--- config.mk ---
export PLATFORM = sky130hd
export DESIGN_NAME = uart_tx_fifo
export DESIGN_NICKNAME = d
export VERILOG_FILES = /design/src/rtl/uart_tx_fifo.sv
export SDC_FILE = /design/constraint.sdc
export NUM_CORES = 1
export LEC_CHECK = 0
export CORE_MARGIN = 2
export CORE_UTILIZATION = 53
export CTS_CLUSTER_DIAMETER = 40
export DETAILED_ROUTE_END_ITERATION = 16
export PLACE_DENSITY = 0.75
export SLEW_MARGIN = 20
export SYNTH_ARGS = -nofsm -noshare
export SYNTH_HDL_FRONTEND = slang
export SYNTH_SLANG_ARGS = --single-unit
--- constraint.sdc ---
create_clock -name clk -period 2.5 [get_ports clk]
set_input_delay 0.75 -clock clk [delete_from_list [all_inputs] [get_ports clk]]
set_output_delay 0.75 -clock clk [all_outputs]
set_load 0.02 [all_outputs]
--- src/rtl/uart_tx_fifo.sv ---
// Buffered 8N1 UART transmitter: valid/ready byte port into a small FIFO,
// serialized LSB-first with back-to-back frames at 2*CLK_PER_HALF_BIT clocks per bit.
module uart_tx_fifo #(
    parameter int CLK_PER_HALF_BIT = 86,
    parameter int DEPTH            = 4
) (
    input  logic                     clk,
    input  logic                     reset,
    input  logic [7:0]               in_data,
    input  logic                     in_valid,
    output logic                     in_ready,
    output logic                     txd,
    output logic                     busy,
    output logic [$clog2(DEPTH):0]   fifo_count
);
    localparam int BIT_CYCLES = 2 * CLK_PER_HALF_BIT;
    localparam int AW         = $clog2(DEPTH);
    localparam int BW         = $clog2(BIT_CYCLES);
    localparam logic [BW-1:0] BAUD_LAST = BW'(BIT_CYCLES - 1);
    localparam logic [AW:0]   FULL      = (AW + 1)'(DEPTH);

    typedef enum logic [1:0] {IDLE, START, DATA, STOP} state_t;

    state_t          state, state_n;
    logic [7:0]      mem [DEPTH];
    logic [AW-1:0]   wr_ptr, rd_ptr;
    logic [AW:0]     count;
    logic [BW-1:0]   baud, baud_n;
    logic [2:0]      bit_idx, bit_n;
    logic [7:0]      shift, shift_n;
    logic            txd_q, txd_n;
    logic            push, pop, has_data, bit_end;

    // in_ready looks only at the registered count, so a full FIFO stays
    // closed on the edge that pops it.
    assign in_ready   = (count != FULL);
    assign push       = in_valid && in_ready;
    assign has_data   = (count != '0);
    assign bit_end    = (baud == BAUD_LAST);
    assign fifo_count = count;
    assign busy       = (state != IDLE) || has_data;
    assign txd        = txd_q;

    always_ff @(posedge clk) begin
        if (push)
            mem[wr_ptr] <= in_data;
    end

    always_ff @(posedge clk) begin
        if (reset) begin
            wr_ptr  <= '0;
            rd_ptr  <= '0;
            count   <= '0;
            state   <= IDLE;
            baud    <= '0;
            bit_idx <= '0;
            shift   <= '0;
            txd_q   <= 1'b1;
        end else begin
            if (push)
                wr_ptr <= wr_ptr + AW'(1);
            if (pop)
                rd_ptr <= rd_ptr + AW'(1);
            case ({push, pop})
                2'b10:   count <= count + (AW + 1)'(1);
                2'b01:   count <= count - (AW + 1)'(1);
                default: count <= count;
            endcase
            state   <= state_n;
            baud    <= baud_n;
            bit_idx <= bit_n;
            shift   <= shift_n;
            txd_q   <= txd_n;
        end
    end

    always_comb begin
        state_n = state;
        bit_n   = bit_idx;
        shift_n = shift;
        pop     = 1'b0;
        baud_n  = (state == IDLE || bit_end) ? '0 : baud + BW'(1);
        case (state)
            IDLE: begin
                if (has_data) begin
                    pop     = 1'b1;
                    shift_n = mem[rd_ptr];
                    state_n = START;
                end
            end
            START: begin
                if (bit_end) begin
                    state_n = DATA;
                    bit_n   = '0;
                end
            end
            DATA: begin
                if (bit_end) begin
                    if (bit_idx == 3'd7) begin
                        state_n = STOP;
                    end else begin
                        bit_n   = bit_idx + 3'd1;
                        shift_n = shift >> 1;
                    end
                end
            end
            STOP: begin
                // Chain straight into the next start bit when more bytes wait.
                if (bit_end) begin
                    if (has_data) begin
                        pop     = 1'b1;
                        shift_n = mem[rd_ptr];
                        state_n = START;
                    end else begin
                        state_n = IDLE;
                    end
                end
            end
            default: state_n = IDLE;
        endcase
        // txd is registered from the next-state view so the line changes on the
        // same edge as the state transition.
        case (state_n)
            START:   txd_n = 1'b0;
            DATA:    txd_n = shift_n[0];
            default: txd_n = 1'b1;
        endcase
    end
endmodule
; ---- After elaboration in Yosys (flattened, before gate mapping)
; Memory sizes are Yosys's and may differ from the RTL's. A register that Yosys moved wholly into a read port is not among the register bits.
; Index checks and enable logic that the tools add are counted.
; Widths: inputs -> output; s select.
[totals]
register_bits = 29
mem_bits_rw = 32
word_cells = 67
memories = 1
[classes]
n_addsub = 6
eq_ne = 14
n_mux = 25
reduce_logical = 12
[mem_list]
columns = name, words, word_bits, read_ports, rd_clocked_by_memory_dff, write_ports, line
row1 = mem, 4, 8, 1, 1, 1, 25  ; logic [7:0] mem [DEPTH];
[ops]
columns = operator, n
row1 = $mux 8, 4
row2 = $pmux 8 s3, 1
row3 = $mux 2, 7
row4 = $pmux 3 s2, 2
row5 = $mux 3, 3
row6 = $add 8x1->8 const B, 1
row7 = $eq 2x2->1 const B, 4
row8 = $eq 8x8->1 const B, 1
row9 = $ne 2x2->1 const B, 4
row10 = $pmux 2 s4, 1
row11 = $reduce_and 4->1, 2
row12 = $add 3x1->3 const B, 2
row13 = $eq 2x1->1 const B, 3
row14 = $reduce_bool 2->1, 3
row15 = $reduce_bool 3->1, 2
row16 = $mux 1, 5
row17 = $add 2x1->2 const B, 2
row18 = $pmux 1 s2, 2
row19 = $eq 3x3->1 const B, 1
row20 = $ne 3x3->1 const B, 1
row21 = $sub 3x1->3 const B, 1
row22 = $logic_not 2->1, 1
row23 = $logic_or 1x1->1, 2
row24 = $reduce_or 2->1, 1
row25 = $logic_and 1x1->1, 1

; ---- Depth between registers and ports, before layout
; Gate-level depths: netlist of the first run.
[logic_depth]
ltp_word = 6
ltp_mapped = 11
depth_no_buf = 10

; ---- Worst setup path after synthesis of the first run
; OpenSTA, ideal clock, no wires.
[synth_path]
path_kind = flip-flop to flip-flop
startpoint = reg baud[0]
endpoint = reg count[2], in the netlist fifo_count[2]
setup_time_ps = 72
arrival_time_ps = 2405
required_time_ps = 2428
slack_ps = 22
stages_incl_launch_ff = 12
n_path_buf = 1
period_less_slack_ps = 2478
path_cell_list = dfxtp_1 > ha_1 > and4b_4 > buf_6 > a31oi_4 > nor3_2 > ha_1 > inv_1 > fa_1 > xor2_1 > or3_1 > a21oi_1
[synth_via]
elab_chain_len = 5
word_cells_on_any_way = 7
cone_classes = 3 x eq/ne / 3 x mux / 1 x reduce/logical
[synth_lines]
columns = element, line
row1 = "start, declared", 28  ; logic [BW-1:0] baud, baud_n;
row2 = "start signal, assigned", 70  ; baud <= baud_n;
row3 = $eq 8x8->1 (*), 39  ; assign bit_end = (baud == BAUD_LAST);
row4 = $mux 1 (*), 109  ; if (bit_end) begin
row5 = $pmux 1 s2 (*), 83  ; case (state)
row6 = net pop, 32  ; logic push, pop, has_data, bit_end;
row7 = $eq 2x1->1 / $eq 2x2->1 (equally long branches), 64  ; case ({push, pop})
row8 = $pmux 3 s2 / $reduce_bool 2->1 (equally long branches), n/a
row9 = "end signal, assigned", 65  ; 2'b10: count <= count + (AW + 1)'(1);
row10 = "end signal, assigned", 66  ; 2'b01: count <= count - (AW + 1)'(1);
row11 = "end signal, assigned", 67  ; default: count <= count;
row12 = "end, declared", 27  ; logic [AW:0] count;
; The timed path passes the listed nets; every way through them passes the cells marked *.
; A chain may end at the register's enable or synchronous reset.

; ---- Final worst setup path of the first run
[layout_path]
startpoint = reg baud[1]
endpoint = reg count[2], in the netlist fifo_count[2]
; Same word-level chain as after synthesis.

==> out/results.env, run 1 <==
SYNTH.AREA.TOP_CELLS='sky130_fd_sc_hd__edfxtp_1 (33%), sky130_fd_sc_hd__dfxtp_1 (21%), sky130_fd_sc_hd__ha_1 (6.0%), sky130_fd_sc_hd__mux4_1 (5.4%), sky130_fd_sc_hd__nor2_1 (3.0%)'
SYNTH_TOP_FAMILY_BY_AREA='simple AND/OR/NAND/NOR gates'
SYNTH.YOSYS.SEQ_AREA_SHARE_PCT=54.48
INITIALDRTVIOLATIONCOUNT=98
NUM-NETS-FINAL=290
WORSTSKEWPAIRLATENCY_NS=0.34
CLK_ROOT_BUFFER_CELL='sky130_fd_sc_hd__clkbuf_8'
ANTENNA_VIOLATIONS_BEFORE_REPAIR=0
YOSYS-MUX-AREA-FRACTION_PCT=9.397
SYNTH_XOR_XNOR_AREA_SHARE_PCT=3.319
DETAIL_ROUTE.DRC_VIOLATIONS=0
CTS_TREE='done'
LAYOUT.CELLS.MOST_COMMON='sky130_fd_sc_hd__edfxtp_1'
TOP_LIBRARY_CELLS_BY_USAGE_IN_THE_LAYOUT_FILL_AND_TAPS_ASIDE='sky130_fd_sc_hd__edfxtp_1 (32), sky130_fd_sc_hd__dfxtp_1 (29), sky130_fd_sc_hd__nor2_1 (23)'
PIN_COUNT=17
CLOCK_SKEW_NS=0.004558
YS_WARN_COUNT=0
CRITICAL_PATH_REQUIRED_NS=2.78
CRITPATHLAUNCHTYPE='flop'
ROUTEDWLPERCELL_MICRONS=15.32
FP-ROW-COUNT=26
FINALWIRELENGTH_MICRONS=5192
DR_TOTAL_VIAS=1844
SYN_NETS=256
WORSTSETUPPATHTYPE='flop to flop'
POST_ROUTE_CELLS_DRIVE_ABOVE_1_SHARE_PCT=17.47
SYNTH-MAIN-FF-CELL='sky130_fd_sc_hd__edfxtp_1'
MAX_CAP_VIOLATIONS=0
SEQ_AREA_SQ_MM=0.001584
CTS_INSERTED_BUFFERS=9
STATIC-LEAKAGE-POWER_nW=1.300
SETUP_VIOL_COUNT_FINAL=0
CLOCKBUFFERDEPTH=2
DPL_WORST_SLACK_NS=-0.2055
RUN_STATUS='completed'
ENDPOINT_KIND='flop'
POWER_DENSITY_mW_PER_MM2=1038
IR_DROP_uV=767.2
GRT_FIRST_PASS_WIRELENGTH_MICRONS=8438
AVGSYNTHCELLAREA_SQ_UM=12.62
CLK_PIN_SLEW_WORST_PATHS_NS=0.07
TIMING.CRITICAL_PATH.ARRIVAL_NS=2.72
MULTI_INPUT_COMB_AREA_SQ_MM=0.001267
RR_WORST_DEPTH=10
HOLD_BUFFERS=0
FINAL_CRITICAL_DELAY_INCLUDING_SETUP_AND_EXTERNAL_DELAYS_NS=2.444
TYPE_OF_THE_WORST_MIN_DELAY_PATH='flop to flop'
FIN_WORST_HOLD_SLACK_NS=0.4677
GRT_USE_TOTAL_PCT=18.39
SYNTH.TOP_CELL.AREA_SHARE_PCT=33.10
INITIAL_UTILIZATION_PCT=55.77
HOLD_END='bit_idx[1]'
CRIT-REG2REG-LAUNCH='baud[1]'
YS_TYPES=46
POSTLAYOUTCOREUTIL_PCT=67.09
ROUTE.ANTENNA.REMAINING_NETS=0
SYNTHARSTFLOPSHARE_PCT=0
OVERFLOW=0
FILLER_CELL_COUNT=396
CLOCK.FMAX_MHz=409.2
FIN_CRIT_SH_PCT=97.75
SYNTH-SIMPLE-AREA-SHARE_PCT=12.76
AVGVIACOUNTPERCELL=5.440
FIRST_GLOBAL_VIAS=1775
POST_SYNTHESIS_COMPOUND_GATE_AREA_FRACTION_PCT=10.43
DIE_HEIGHT_MICRONS=78.01
GRT_START_MAX_NET_PINS=13
SYNTH_CELL_AREA_SQ_MM=0.002903
NUMBER_OF_PINS_EXCEEDING_THEIR_MAX_SLEW_LIMIT_IN_THE_FINAL_REPORT=0
DESIGN.DIE.AREA_SQ_MM=0.006085
MAXIMUM_NET_FANOUT_ON_THE_CRITICAL_PATH=3
POSTSYNTHCELLCOUNT=230
POST-DP-HPWL_MICRONS=3476
SYNTH_ENABLE_FLOP_CELLS=32
REG2REG_TO='fifo_count[2]'
YOSYS.AREA.TOP_TYPE='sky130_fd_sc_hd__edfxtp_1'
FLOORPLAN.DIE.WIDTH_MICRONS=78.01
CORE_REGION_AREA_SQ_MM=0.005205
HOLD_PATH_DEPTH=2
TIGHTESTPINTRANSITION_NS=0.4756
TIMING.SLEW.HEADROOM_PCT=68.29
TIMING_HOLD_VIOLATIONS_FINAL=0
SETUP.REG_TO_REG.WORST_SLACK_NS=0.06
ANTENNADIODECOUNT=0
CRITPATHLAUNCH='baud[1]'
PLACE.PORT_BUFFERS=16
CTS_SINKS=63
YS_SEQ_ELEMENTS=63
CTS_HTREE_LEVELS=3
AREA_GROWTH_SYN_TO_LAYOUT_PCT=20.30
STARTPOINT_OF_THE_LOWEST_SLACK_HOLD_PATH='bit_idx[1]'
DRT_PASS1_ITERATIONS=4
PLACE_CONGESTION=0.7793
SETUP_WS_NS=0.05625
YOSYS.AREA_SHARE.ADDER_PCT=6.724
## power by group
part	switching [mW]	internal (mW)	total, mW
clock	0.395	0.661	1.06
sequential	0.111	1.26	1.37
combinational	0.614	0.582	1.20
## sequential cells by signal, indices dropped and copies added, names as in the netlist, named ones only
signal      count
txd             1
fifo_count      3
bit_idx         3
mem            32
baud            8
shift           8
state           2
rd_ptr          2
wr_ptr          2
## cell type report
cell class | instances | share of cell area, %
Sequential cell | 63 | 45.36
Multi-Input combinational cell | 149 | 36.30
Timing Repair Buffer | 32 | 8.062
Clock buffer | 10 | 3.655
Clock inverter | 6 | 3.153
Tap cell | 70 | 2.508
Inverter | 9 | 0.9674
## Yosys cell counts (3+ instances only)
cell                       instances
sky130_fd_sc_hd__and2_1            3
sky130_fd_sc_hd__nor2b_1           5
sky130_fd_sc_hd__a22o_1            6
sky130_fd_sc_hd__o21ai_0          12
sky130_fd_sc_hd__clkbuf_1          6
sky130_fd_sc_hd__and3_1            6
sky130_fd_sc_hd__nand2_1          13
sky130_fd_sc_hd__nor2_1           23
sky130_fd_sc_hd__mux4_1            6
sky130_fd_sc_hd__inv_1             9
sky130_fd_sc_hd__ha_1             14
sky130_fd_sc_hd__a21oi_1           7
sky130_fd_sc_hd__xor2_1            5
sky130_fd_sc_hd__xnor2_1           6
sky130_fd_sc_hd__nand3_1           3
sky130_fd_sc_hd__edfxtp_1         32
sky130_fd_sc_hd__dfxtp_1          31
sky130_fd_sc_hd__or3_1             4
sky130_fd_sc_hd__mux2i_1           7
## worst max-delay path, stage by stage (launching register included)
cell,delay (ns)
sky130_fd_sc_hd__dfxtp_2,0.37
sky130_fd_sc_hd__ha_4,0.15
sky130_fd_sc_hd__and4b_4,0.25
sky130_fd_sc_hd__a31oi_4,0.11
sky130_fd_sc_hd__nor3_4,0.25
sky130_fd_sc_hd__ha_2,0.22
sky130_fd_sc_hd__inv_1,0.05
sky130_fd_sc_hd__fa_1,0.37
sky130_fd_sc_hd__xor2_1,0.16
sky130_fd_sc_hd__or3_1,0.32
sky130_fd_sc_hd__a21oi_2,0.12
## worst max-delay path by stage
stage / to / slack, ns / cells past startpoint
2_1_floorplan: fifo_count[2] / 0.02 / 11
3_3_place_gp: fifo_count[2] / -0.1 / 9
3_5_place_dp: fifo_count[2] / -0.21 / 9
4_1_cts: fifo_count[2] / 0.03 / 10
5_1_grt: fifo_count[2] / -0.01 / 10
6_report: fifo_count[2] / 0.06 / 10
## timing repair
item | 4_1_cts | 5_1_grt
setup endpoints to repair | 2 | 3
pin swaps | 0 | 4
resized for setup | 2 | 8
buffers inserted | 0 | 2
## cell families (layout without fill, tap and decap cells)
logic type                 count (synthesis)  count (layout)
DFF                                       63              63
AOI/OAI and AO/OA                         40              40
xor gates and xnor gates                  11              11
and+or+nand+nor                           68              68
buffers and inverters                     18              57
muxes                                     15              15
adders and majority gates                 15              15
## per-stage QoR
stage               TNS (ns)  instances  area (sq um)  power [mW]
global placement    -0.09674        321          3206       2.498
global route        -0.01153        339          3492       3.822
floorplan                  0        230          2903       2.171
detailed placement   -0.2055        321          3206       2.532
finish                     0        339          3492       3.624
CTS                        0        337          3448       3.601
## layer usage
metal	vias up	wire [microns]	GRT usage, %
li1	915	-	-
met1	889	2275	21.67
met2	33	2615	30.86
met3	7	226	6.628
met4	0	74	6.842
met5	-	0	0
No activity file was read; power rests on OpenSTA's default activity.
==> inputs of run 2 (changes only) <==
--- a/config.mk
+++ b/config.mk
@@ -9,6 +9,7 @@
 export CORE_UTILIZATION = 53
 export CTS_CLUSTER_DIAMETER = 40
 export DETAILED_ROUTE_END_ITERATION = 16
+export HOLD_SLACK_MARGIN = 0.03
 export PLACE_DENSITY = 0.75
 export SLEW_MARGIN = 20
 export SYNTH_ARGS = -nofsm -noshare
==> results of run 2 <==
Same layout as run 1: the final DEF is identical, and so are final timing and power.
==> inputs of run 3 (changes only) <==
--- a/config.mk
+++ b/config.mk
@@ -6,11 +6,12 @@
 export NUM_CORES = 1
 export LEC_CHECK = 0
 export CORE_MARGIN = 2
-export CORE_UTILIZATION = 53
+export CORE_UTILIZATION = 55
+export CTS_BUF_LIST = sky130_fd_sc_hd__clkbuf_8
 export CTS_CLUSTER_DIAMETER = 40
 export DETAILED_ROUTE_END_ITERATION = 16
 export HOLD_SLACK_MARGIN = 0.03
-export PLACE_DENSITY = 0.75
+export PLACE_DENSITY = 0.77
 export SLEW_MARGIN = 20
 export SYNTH_ARGS = -nofsm -noshare
 export SYNTH_HDL_FRONTEND = slang
==> run 3 against run 2 <==
  * Critical path depth unchanged
  * Fmax increased by 2.1%
  * Power decreased by 2.1%
  * Clock power decreased by 5%
  * Die area decreased by 3.4%
  * Register-to-register slack improved by 0.05 ns
  * Flip-flop and latch count unchanged
  * Global-route usage increased by 2.5 points
  * Utilization increased by 0.28 points
  * Critical endpoint unchanged
==> out/results.env, run 3 (synthesized netlist as in run 1, its figures left out) <==
RUN_STATUS='completed'  # unchanged
PLACED_AREA_SQ_MM=0.003198  # was 0.003206 sq mm
WORSTSKEWPAIRLATENCY_NS=0.35  # was 0.34 ns
GRT_SETUP_UNREPAIRED='true'
RR_WORST_DEPTH=10  # unchanged
CLOCKBUFFERDEPTH=2  # unchanged
ANTENNA_VIOLATIONS_BEFORE_REPAIR=0  # unchanged
CRITICAL_PATH_CELL_COUNT=10  # unchanged
DESIGN.DIE.AREA_SQ_MM=0.005875  # was 0.006085 sq mm
CRIT_PATH_FREQUENT_CELL='sky130_fd_sc_hd__ha_2'
MAX_CAP_VIOLATIONS=0  # unchanged
FP-ROW-COUNT=26  # unchanged
FLOORPLAN.DIE.WIDTH_MICRONS=76.65  # was 78.01 microns
POST-DP-HPWL_MICRONS=3547  # was 3476 microns
GRT_USE_TOTAL_PCT=20.93  # was 18.39%
DIE_HEIGHT_MICRONS=76.65  # was 78.01 microns
GRT_FIRST_PASS_WIRELENGTH_MICRONS=9342  # was 8438 microns
WORSTSETUPPATHTYPE='flop to flop'  # unchanged
TOP_LIBRARY_CELLS_BY_USAGE_IN_THE_LAYOUT_FILL_AND_TAPS_ASIDE='sky130_fd_sc_hd__edfxtp_1 (32), sky130_fd_sc_hd__dfxtp_1 (29), sky130_fd_sc_hd__nor2_1 (23)'  # unchanged
CORE_REGION_AREA_SQ_MM=0.005107  # was 0.005205 sq mm
FIN_WORST_HOLD_SLACK_NS=0.4576  # was 0.4677 ns
POWER_DENSITY_mW_PER_MM2=1032  # was 1038 mW/mm^2
CTS_HTREE_LEVELS=3  # unchanged
PATH_BUF_INV=1  # unchanged
FINAL_CRITICAL_DELAY_INCLUDING_SETUP_AND_EXTERNAL_DELAYS_NS=2.394  # was 2.444 ns
AVGVIACOUNTPERCELL=5.503  # was 5.440
NUMBER_OF_PINS_EXCEEDING_THEIR_MAX_SLEW_LIMIT_IN_THE_FINAL_REPORT=0  # unchanged
LARGEST_REGISTERS='mem (32), baud (8), shift (8)'  # unchanged
ANTENNADIODECOUNT=0  # unchanged
TOTAL_POWER_mW=3.550  # was 3.624 mW
CRIT_FAMILY='adder cells'  # was simple AND/OR/NAND/NOR gates
CPMAXSTAGEDELAYCELL='sky130_fd_sc_hd__fa_1'  # was sky130_fd_sc_hd__dfxtp_2
CPPEAKSTAGEDELAY_NS=0.38  # was 0.37 ns
CTS_SINKS=63  # unchanged
CLK_ROOT_BUFFER_CELL='sky130_fd_sc_hd__clkbuf_8'  # unchanged
MAX_FLOP_REGISTER='mem'  # unchanged
CTS_INSERTED_BUFFERS=9  # unchanged
STATIC-LEAKAGE-POWER_nW=1.284  # was 1.300 nW
PIN_COUNT=17  # unchanged
PLACE_CONGESTION=0.8212  # was 0.7793
SETUP_VIOL_COUNT_FINAL=0  # unchanged
CRITPATHLAUNCHTYPE='flop'  # unchanged
DR_TOTAL_VIAS=1849  # was 1,844
MAXIMUM_NET_FANOUT_ON_THE_CRITICAL_PATH=3  # unchanged
TIMING.CRITICAL_PATH.ARRIVAL_NS=2.68  # was 2.72 ns
CRITICAL_PATH_CELL_BY_CELL='ha_2 -> and4b_4 -> a31oi_4 -> nor3_4 -> ha_2 -> inv_1 -> fa_1 -> xor2_1 -> or3_1 -> a21oi_1'  # was ha_4 -> and4b_4 -> a31oi_4 -> nor3_4 -> ha_2 -> inv_1 -> fa_1 -> xor2_1 -> or3_1 -> a21oi_2
INITIAL_UTILIZATION_PCT=56.83  # was 55.77%
OVERFLOW=0  # unchanged
PLACE.PORT_BUFFERS=16  # unchanged
FIN_CRIT_SH_PCT=95.77  # was 97.75%
LAYOUT.CELLS.MOST_COMMON='sky130_fd_sc_hd__edfxtp_1'  # unchanged
TOTALNEGATIVESETUPSLACK_NS=0  # unchanged
AREA_GROWTH_SYN_TO_LAYOUT_PCT=18.53  # was 20.30%
TIGHTESTPINTRANSITION_NS=0.4696  # was 0.4756 ns
TIMING_HOLD_VIOLATIONS_FINAL=0  # unchanged
TYPE_OF_THE_WORST_MIN_DELAY_PATH='flop to flop'  # unchanged
HOLD_PATH_DEPTH=2  # unchanged
TIMING.SLEW.HEADROOM_PCT=68.69  # was 68.29%
ROUTE.ANTENNA.REMAINING_NETS=0  # unchanged
FIRST_GLOBAL_VIAS=1905  # was 1,775
CLOCK_SKEW_NS=0.01244  # was 0.004558 ns
INITIALDRTVIOLATIONCOUNT=148  # was 98
CLOCK.FMAX_MHz=417.7  # was 409.2 MHz
DRT_PASS1_ITERATIONS=6  # was 4
CTS_TREE='done'  # unchanged
CRITICAL_PATH_REQUIRED_NS=2.78  # about the same
DETAIL_ROUTE.DRC_VIOLATIONS=0  # unchanged
FINAL_DESIGN_AREA_NO_FILL_SQ_MM=0.003441  # was 0.003492 sq mm
GRT_START_MAX_NET_PINS=14  # was 13
ENDPOINT_KIND='flop'  # unchanged
NUM-NETS-FINAL=287  # was 290
POST_ROUTE_CELLS_DRIVE_ABOVE_1_SHARE_PCT=16.54  # was 17.47%
FILLER_CELL_COUNT=397  # was 396
IR_DROP_uV=703.9  # was 767.2 uV
LARGEST_REGISTER_FF_COUNT=32  # unchanged
ROUTEDWLPERCELL_MICRONS=16.36  # was 15.32 microns
FINALWIRELENGTH_MICRONS=5497  # was 5192 microns
CLK_PIN_SLEW_WORST_PATHS_NS=0.07  # about the same
==> run 3: report_power, final <==
| part | switching (mW) | total (mW) | internal [mW] |
|---|---|---|---|
| sequential | 0.116 | 1.38 | 1.26 |
| combinational | 0.612 | 1.16 | 0.552 |
| clock | 0.437 | 1.01 | 0.573 |
| total | 1.16 | 3.55 | 2.39 |
==> run 3: tightest hold or removal path, delay by kind of cell, from the launching register on <==
family           cells  cell delay [ns]
AO/OA/AOI/OAI        1             0.05
flip-flops           1             0.31
AND/OR/NAND/NOR      1             0.05
==> run 3: through the flow <==
step	worst slack [ns]	util, %	std cells
floorplan	0.02249	-	230
global placement	-0.1077	62.62	320
detailed placement	-0.1661	62.62	320
CTS	0.007635	67.05	336
global route	-0.05904	67.37	336
finish	0.1057	67.37	336
==> run 3: repair_timing <==
action | CTS | global route
gates resized for setup | 1 | 6
pin swaps | 0 | 2
hold buffers | 0 | 0
setup buffers | 0 | 0
endpoints found under the setup margin | 1 | 2
==> run 3: layout make-up <==
cell class,instances,area [sq um],share of cell area [%]
clock buffer,9,123.9,3.600
clock inverter,7,103.9,3.018
inverter,9,33.78,0.9818
multi-input combinational,149,1249,36.29
sequential,63,1584,46.04
tap,70,87.58,2.545
timing repair buffer,29,259.0,7.527
==> run 3: worst paths after layout <==
check | from | endpoint | slack [ns]
max | baud[1] | fifo_count[2] | 0.11
min | bit_idx[1] | bit_idx[1] | 0.46
max reg2reg | baud[1] | fifo_count[2] | 0.11
min reg2reg | bit_idx[1] | bit_idx[1] | 0.46
==> run 3: per-layer routing <==
| metal | vias up | share of wire (%) | track usage, % |
|---|---|---|---|
| met1 | 882 | 44 | 24.84 |
| met3 | 11 | 4.1 | 6.353 |
| li1 | 916 | - | - |
| met4 | 0 | 1.7 | 9.091 |
| met5 | - | 0 | 0 |
| met2 | 40 | 50 | 35.31 |
